**src/rtl/sar_conv_scheduler.sv**
```systemverilog
// Shares one SAR ADC core among NCH requesters: round-robin grant, mux settling,
// start pulse, bounded wait for done, and a valid/ready result with channel tag.
module sar_conv_scheduler #(
    parameter int NCH            = 4,
    parameter int CHW            = 2,
    parameter int DW             = 8,
    parameter int SETTLE_CYCLES  = 4,
    parameter int TIMEOUT_CYCLES = 16
) (
    input  logic           i_clk,
    input  logic           i_reset_n,
    input  logic [NCH-1:0] i_req,
    output logic [NCH-1:0] o_grant,
    output logic [CHW-1:0] o_muxsel,
    output logic           o_sar_start,
    input  logic           i_sar_done,
    input  logic [DW-1:0]  i_sar_data,
    output logic [DW-1:0]  o_result_data,
    output logic [CHW-1:0] o_result_ch,
    output logic           o_result_valid,
    input  logic           i_result_ready,
    output logic           o_timeout_err,
    input  logic           i_err_clr
);

    localparam int CNT_MAX = (SETTLE_CYCLES > TIMEOUT_CYCLES) ? SETTLE_CYCLES : TIMEOUT_CYCLES;
    localparam int CNTW    = $clog2(CNT_MAX + 1);

    typedef enum logic [2:0] {
        S_IDLE,
        S_SETTLE,
        S_START,
        S_CONVERT,
        S_DELIVER
    } state_t;

    state_t         r_state;
    state_t         w_state_nxt;
    logic [NCH-1:0] r_grant;
    logic [NCH-1:0] w_grant_nxt;
    logic [CHW-1:0] r_muxsel;
    logic [CHW-1:0] w_muxsel_nxt;
    logic           r_sar_start;
    logic           w_sar_start_nxt;
    logic [DW-1:0]  r_result_data;
    logic [DW-1:0]  w_result_data_nxt;
    logic [CHW-1:0] r_result_ch;
    logic [CHW-1:0] w_result_ch_nxt;
    logic           r_result_valid;
    logic           w_result_valid_nxt;
    logic           r_timeout_err;
    logic           w_timeout_err_nxt;
    logic [CHW-1:0] r_ptr;
    logic [CHW-1:0] w_ptr_nxt;
    logic [CNTW-1:0] r_cnt;
    logic [CNTW-1:0] w_cnt_nxt;

    logic           w_found;
    logic [CHW-1:0] w_sel;
    logic [CHW:0]   w_sum;
    logic           w_timeout;

    // Round-robin search: walk upward from the pointer, wrapping past NCH-1.
    always_comb begin
        w_found = 1'b0;
        w_sel   = '0;
        w_sum   = '0;
        for (int j = 0; j < NCH; j++) begin
            w_sum = {1'b0, r_ptr} + (CHW+1)'(j);
            if (w_sum >= (CHW+1)'(NCH)) begin
                w_sum = w_sum - (CHW+1)'(NCH);
            end
            if (!w_found && i_req[w_sum[CHW-1:0]]) begin
                w_found = 1'b1;
                w_sel   = w_sum[CHW-1:0];
            end
        end
    end

    always_comb begin
        w_state_nxt        = r_state;
        w_grant_nxt        = r_grant;
        w_muxsel_nxt       = r_muxsel;
        w_sar_start_nxt    = 1'b0;
        w_result_data_nxt  = r_result_data;
        w_result_ch_nxt    = r_result_ch;
        w_result_valid_nxt = r_result_valid;
        w_ptr_nxt          = r_ptr;
        w_cnt_nxt          = r_cnt;
        w_timeout          = 1'b0;

        case (r_state)
            S_IDLE: begin
                w_grant_nxt = '0;
                if (w_found) begin
                    w_grant_nxt  = {{(NCH-1){1'b0}}, 1'b1} << w_sel;
                    w_muxsel_nxt = w_sel;
                    w_ptr_nxt    = (w_sel == CHW'(NCH-1)) ? '0 : w_sel + 1'b1;
                    w_cnt_nxt    = CNTW'(SETTLE_CYCLES - 1);
                    w_state_nxt  = S_SETTLE;
                end
            end
            S_SETTLE: begin
                if (r_cnt == '0) begin
                    w_sar_start_nxt = 1'b1;
                    w_state_nxt     = S_START;
                end else begin
                    w_cnt_nxt = r_cnt - 1'b1;
                end
            end
            S_START: begin
                w_cnt_nxt   = '0;
                w_state_nxt = S_CONVERT;
            end
            S_CONVERT: begin
                if (i_sar_done) begin
                    w_result_data_nxt  = i_sar_data;
                    w_result_ch_nxt    = r_muxsel;
                    w_result_valid_nxt = 1'b1;
                    w_state_nxt        = S_DELIVER;
                end else if (r_cnt == CNTW'(TIMEOUT_CYCLES - 1)) begin
                    // Abandon the conversion; nothing is delivered for this grant.
                    w_timeout   = 1'b1;
                    w_grant_nxt = '0;
                    w_state_nxt = S_IDLE;
                end else begin
                    w_cnt_nxt = r_cnt + 1'b1;
                end
            end
            S_DELIVER: begin
                if (r_result_valid && i_result_ready) begin
                    w_result_valid_nxt = 1'b0;
                    w_grant_nxt        = '0;
                    w_state_nxt        = S_IDLE;
                end
            end
            default: begin
                w_grant_nxt = '0;
                w_state_nxt = S_IDLE;
            end
        endcase

        // A timeout coinciding with a clear leaves the flag set.
        if (w_timeout) begin
            w_timeout_err_nxt = 1'b1;
        end else if (i_err_clr) begin
            w_timeout_err_nxt = 1'b0;
        end else begin
            w_timeout_err_nxt = r_timeout_err;
        end
    end

    always_ff @(posedge i_clk) begin
        if (!i_reset_n) begin
            r_state        <= S_IDLE;
            r_grant        <= '0;
            r_muxsel       <= '0;
            r_sar_start    <= 1'b0;
            r_result_data  <= '0;
            r_result_ch    <= '0;
            r_result_valid <= 1'b0;
            r_timeout_err  <= 1'b0;
            r_ptr          <= '0;
            r_cnt          <= '0;
        end else begin
            r_state        <= w_state_nxt;
            r_grant        <= w_grant_nxt;
            r_muxsel       <= w_muxsel_nxt;
            r_sar_start    <= w_sar_start_nxt;
            r_result_data  <= w_result_data_nxt;
            r_result_ch    <= w_result_ch_nxt;
            r_result_valid <= w_result_valid_nxt;
            r_timeout_err  <= w_timeout_err_nxt;
            r_ptr          <= w_ptr_nxt;
            r_cnt          <= w_cnt_nxt;
        end
    end

    assign o_grant        = r_grant;
    assign o_muxsel       = r_muxsel;
    assign o_sar_start    = r_sar_start;
    assign o_result_data  = r_result_data;
    assign o_result_ch    = r_result_ch;
    assign o_result_valid = r_result_valid;
    assign o_timeout_err  = r_timeout_err;

endmodule

```
**config.mk**
```make
export PLATFORM = sky130hd
export DESIGN_NAME = sar_conv_scheduler
export DESIGN_NICKNAME = d
export VERILOG_FILES = /design/src/rtl/sar_conv_scheduler.sv
export SDC_FILE = /design/constraint.sdc
export NUM_CORES = 1
export LEC_CHECK = 0
export BUFFER_PORTS_ARGS = -buffer_cell sky130_fd_sc_hd__buf_4
export CELL_PAD_IN_SITES_DETAIL_PLACEMENT = 0
export CELL_PAD_IN_SITES_GLOBAL_PLACEMENT = 1
export CORE_MARGIN = 2
export CORE_UTILIZATION = 30
export CTS_BUF_LIST = sky130_fd_sc_hd__clkbuf_8
export DETAILED_ROUTE_END_ITERATION = 12
export GPL_ROUTABILITY_DRIVEN = 1
export PLACE_DENSITY_LB_ADDON = 0.12
export SYNTH_ARGS = -nofsm -noshare
export SYNTH_HDL_FRONTEND = slang
export SYNTH_SLANG_ARGS = --single-unit
```
**constraint.sdc**
```tcl
create_clock -name i_clk -period 2.36 [get_ports i_clk]
set_input_delay 0.236 -clock i_clk [delete_from_list [all_inputs] [get_ports i_clk]]
set_output_delay 0.236 -clock i_clk [all_outputs]
set_load 0.01 [all_outputs]
```
# Word-level counts from Yosys, hierarchy flattened
# Index checks and enable logic that the tools add are counted.
[word_totals] reg_bits=29 input_bits=17 output_inout_bits=19 word_cells=111
[op_classes] n_addsub=10 magnitude_cmp=8 n_eq_ne=15 n_shift=1 mux=46 bitwise_logic=1 n_reduce_logical=20
[op_table] operator="two-way mux 5 bit" count=4
[op_table] operator="case mux 5 bit (4 select lines)" count=1
[op_table] operator="two-way mux 2 bit" count=9
[op_table] operator="two-way mux 1 bit" count=16
[op_table] operator="two-way mux 4 bit" count=4
[op_table] operator="!= test 2 bit, second input constant" count=8
[op_table] operator="case mux 4 bit (4 select lines)" count=1
[op_table] operator="two-way mux 3 bit" count=5
[op_table] operator="case mux 3 bit (5 select lines)" count=1
[op_table] operator="< comparator 2 x 3 -> 1 bit, second input constant" count=4
[op_table] operator=">= comparator 3 bit, second input constant" count=3
[op_table] operator="binary-select mux 1 bit (select 2 bit)" count=4
[op_table] operator="AND reduction 4 bit" count=2
[op_table] operator="subtractor 2 x 1 -> 2 bit, second input constant" count=4
[op_table] operator="adder 2 x 2 -> 3 bit, second input constant" count=2
[op_table] operator="equality test 3 x 2 -> 1 bit, second input constant" count=2
[op_table] operator="AND reduction 2 bit" count=3
[op_table] operator="adder 5 x 1 -> 5 bit, second input constant" count=1
[op_table] operator="equality test 5 x 4 -> 1 bit, second input constant" count=1
[op_table] operator="logical NOT 5 bit" count=1
[op_table] operator="AND reduction 5 bit" count=1
[op_table] operator="subtractor 5 x 1 -> 5 bit, second input constant" count=1
[op_table] operator="logical AND 1 bit" count=4
[op_table] operator="nonzero test 2 bit" count=2
[op_table] operator="other kinds (15)" count=17

# Longest topological paths before layout
[depth] word_depth=17 mapped_depth=10 depth_no_buf=9

# Worst setup path after synthesis
# Ideal clock, no wire load.
[synth_path] path_type="register to register" start="register r_state[0]" end="register r_cnt[3]" setup_time_ns=0.071 arrival_time_ns=2.054 required_ns=2.289 slack_ns=0.235 path_stages_with_launch=11 path_buffers=1 period_less_slack_ns=2.125 cell_sequence="dfxtp_1 -> buf_2 -> nand2_1 -> nor2_1 -> inv_1 -> ha_1 -> a21o_1 -> a21oi_1 -> xor2_1 -> or4_1 -> a21oi_1"
[synth_between] elab_chain_cells=3 word_cells_on_any_way=11 cone_classes="eq/ne: 7; mux: 1; reduce/logical: 3"
[synth_lines] element="start: declaration" line="37" source="state_t r_state;"
[synth_lines] element="start signal: assignment" line="166" source="r_state <= w_state_nxt;"
[synth_lines] element="equality test 3 x 2 -> 1 bit, or another cell as far along" line="92" source="case (r_state)"
[synth_lines] element="nonzero test 4 bit (no line) / != test 2 bit (equally long branches)"
[synth_lines] element="AND reduction 5 bit (no line)"
[synth_lines] element="end signal: assignment" line="175" source="r_cnt <= w_cnt_nxt;"
[synth_lines] element="end: declaration" line="55" source="logic [CNTW-1:0] r_cnt;"
# Several ways; a longest one is shown, not always the timed one.
# A chain may end at the register's enable or synchronous reset.

# Final worst setup path
[layout_path] start="register r_state[2]" end="register r_cnt[4]"
# The elaborated chain is that of the path after synthesis.

==> metrics <==
Power Density around 1100 nW/um^2; Nets between 200 and 250; Placement Setup Slack roughly 0.28 ns; CP Launch Type flip-flop; core area about 4700 um^2; count of cell types in the netlist 39; Post-Synthesis Cells 170; synth-to-layout area growth 28.4%; Initial Utilization 30.7%; post-CTS setup repair buffer count 0; RSZ-0062 raised after global routing false; setup total negative slack 0 ns; area occupied by multi-input gates ~780 um^2; Synth Flop Type dfxtp_1; Inserted Clock Buffers 5; fin. max-slew vios 0; Die W around 73 um; Hold Crit Class in2reg; Req. time, crit path ~2.6 ns; worst slew pin tran a little under 0.8 ns; largest net degree at the start of global routing 23; Synth async-reset ratio 0%; VDD IR max around 0.00035 V; Worst-path clk slew 0.07 ns; CP arrival around 2.3 ns; f_max between 400 and 500 MHz; port bufs 35; worst hold slack between 0.2 and 0.25 ns; GR Util All Layers approximately 15%; # resized after CTS 0; max-cap viol count 0; Seq. cell area about 580 um^2; CTS Hold Bufs 0; Clk Latency, worst-skew pair 0.28 ns; CTS sink count 29; Mapped Nets between 150 and 200; fin crit period roughly 2.1 ns; post-synthesis register bit count 29; via/cell ratio 5.10; Post-Route WL 3600 um; first-pass GRT wire length between 6000 and 7000 um; YS warnings 0; DR pass1 iterations 4; status completed; Final period util about 90%; GRT Residual Overflow 0; cell depth of the worst flop-to-flop path 7; DRC violations left 0; Ports 36; fillers slightly below 500; Final Hold Fails 0; hold path depth 3; CP Capture Type flip-flop; skew final around 0.0067 ns; HPWL after DPL about 2700 um; Slew HR around 47%; Mean Syn Cell Area ~8.5 um^2; share of layout cells above drive strength 1 around a quarter; most common cell after layout, fill and taps aside buf_4; top sig layer met4; Die Span Y roughly 73 um; post-synthesis sequential area ratio ~40%; CTS tree yes; Die Area between 5000 and 6000 um^2; P_leak 0.797 nW; Max Root-Sink Buffers 2; CP max FO 9; H-tree depth 2; routability-driven placement congestion ratio roughly 0.9; # diodes 0; DR WL met3 between 100 and 150 um; PnR worst setup slack between 0.2 and 0.3 ns; EDFF count, synth 0; standard-cell rows 25; M1 wire length approximately 1600 um; Vias approximately 1,300; metal2 WL around 1800 um; final number of setup-violating endpoints 0; critical setup path kind reg2reg; area of the mapped netlist between 1000 and 1500 um^2; root buffer cell clkbuf_8; number of global-route vias before repair roughly 1,400; DRT iter0 DRCs 42; most frequent cells in the layout 40 x buf_4, 29 x dfxtp_1, 27 x nand2_1; initial antenna violation count 0; DRT antenna net count 0; WL/cell roughly 14 um
worst paths after layout:
check / endpoint / slack, ns / from
max reg2reg: r_cnt[4] / 0.28 / r_state[2]
max: r_cnt[4] / 0.28 / r_state[2]
min reg2reg: o_result_data[2] / 0.45 / o_result_data[2]
min: o_result_data[5] / 0.20 / i_sar_data[5]
area by class of cell:
type | instances | share of cell area [%]
repair buffers | 40 | 16.2
flip-flops and latches | 29 | 31.4
well taps | 54 | 3.65
clock buffers | 5 | 3.72
multi-input cells | 121 | 42.1
inverters | 11 | 2.23
clock inverters | 3 | 0.743
worst max-delay path: stages (launching register included):
cell and delay [ns]:
dfxtp_1 0.48, nor2_1 0.14, fa_1 0.41, nand2b_1 0.16, a21oi_1 0.15, xor2_1 0.10, or4_1 0.41, o22ai_1 0.15
report_power, final:
group	internal, mW	total [mW]	leakage (nW)	switching [mW]
registers	0.608	0.710	0.236	0.102
clock network	0.199	0.386	0.0491	0.187
logic	0.465	0.994	0.511	0.529
sequential cells by signal, indices dropped and copies added, names as in the netlist:
name	count
o_grant	4
r_cnt	5
o_muxsel	2
o_result_ch	2
o_timeout_err	1
r_ptr	2
o_sar_start	1
o_result_data	8
r_state	3
o_result_valid	1
per-layer routing:
layer  vias up  track usage [%]
li1        667                -
met1       636             17.3
met2        29             25.2
met3         9             4.25
met4         0             6.87
met5         -                0
per-stage QoR:
stage	power, mW	cells	cell area (um^2)	utilization [%]
final	2.09	263	1850	39.5
after global placement	1.69	255	1770	37.7
after global routing	2.27	263	1850	39.5
after floorplan	1.41	170	1440	-
after detailed placement	1.71	255	1770	37.7
after CTS	2.12	263	1850	39.5
cell families (layout without fill, tap and decap cells):
kind of cell	Yosys count	after routing	synth area share, %
adder cells (fa/ha/maj)	8	8	7.46
AND/OR/NAND/NOR	63	63	21.1
AO/OA/AOI/OAI	43	43	20.8
multiplexers	4	4	2.86
XOR/XNOR	3	3	1.82
flip-flops	29	29	40.2
buffers and inverters	20	59	5.72
synth_stat cells (all sizes together), types with 2 or more instances:
cell type,count,area (um^2)
nor2b,2,12.5
xor2,3,26.3
or4,4,33.8
nand3,4,20.0
and2,2,12.5
a32o,4,40.0
nand2b,4,25.0
nor4,5,31.3
a21oi,24,124
inv,11,41.3
nand2,27,101
clkbuf,5,18.8
dfxtp,29,581
ha,7,87.6
buf,4,22.5
o21ai,4,20.0
mux2i,3,30.0
nor2,11,43.8
No activity file was read; power rests on OpenSTA's default activity.
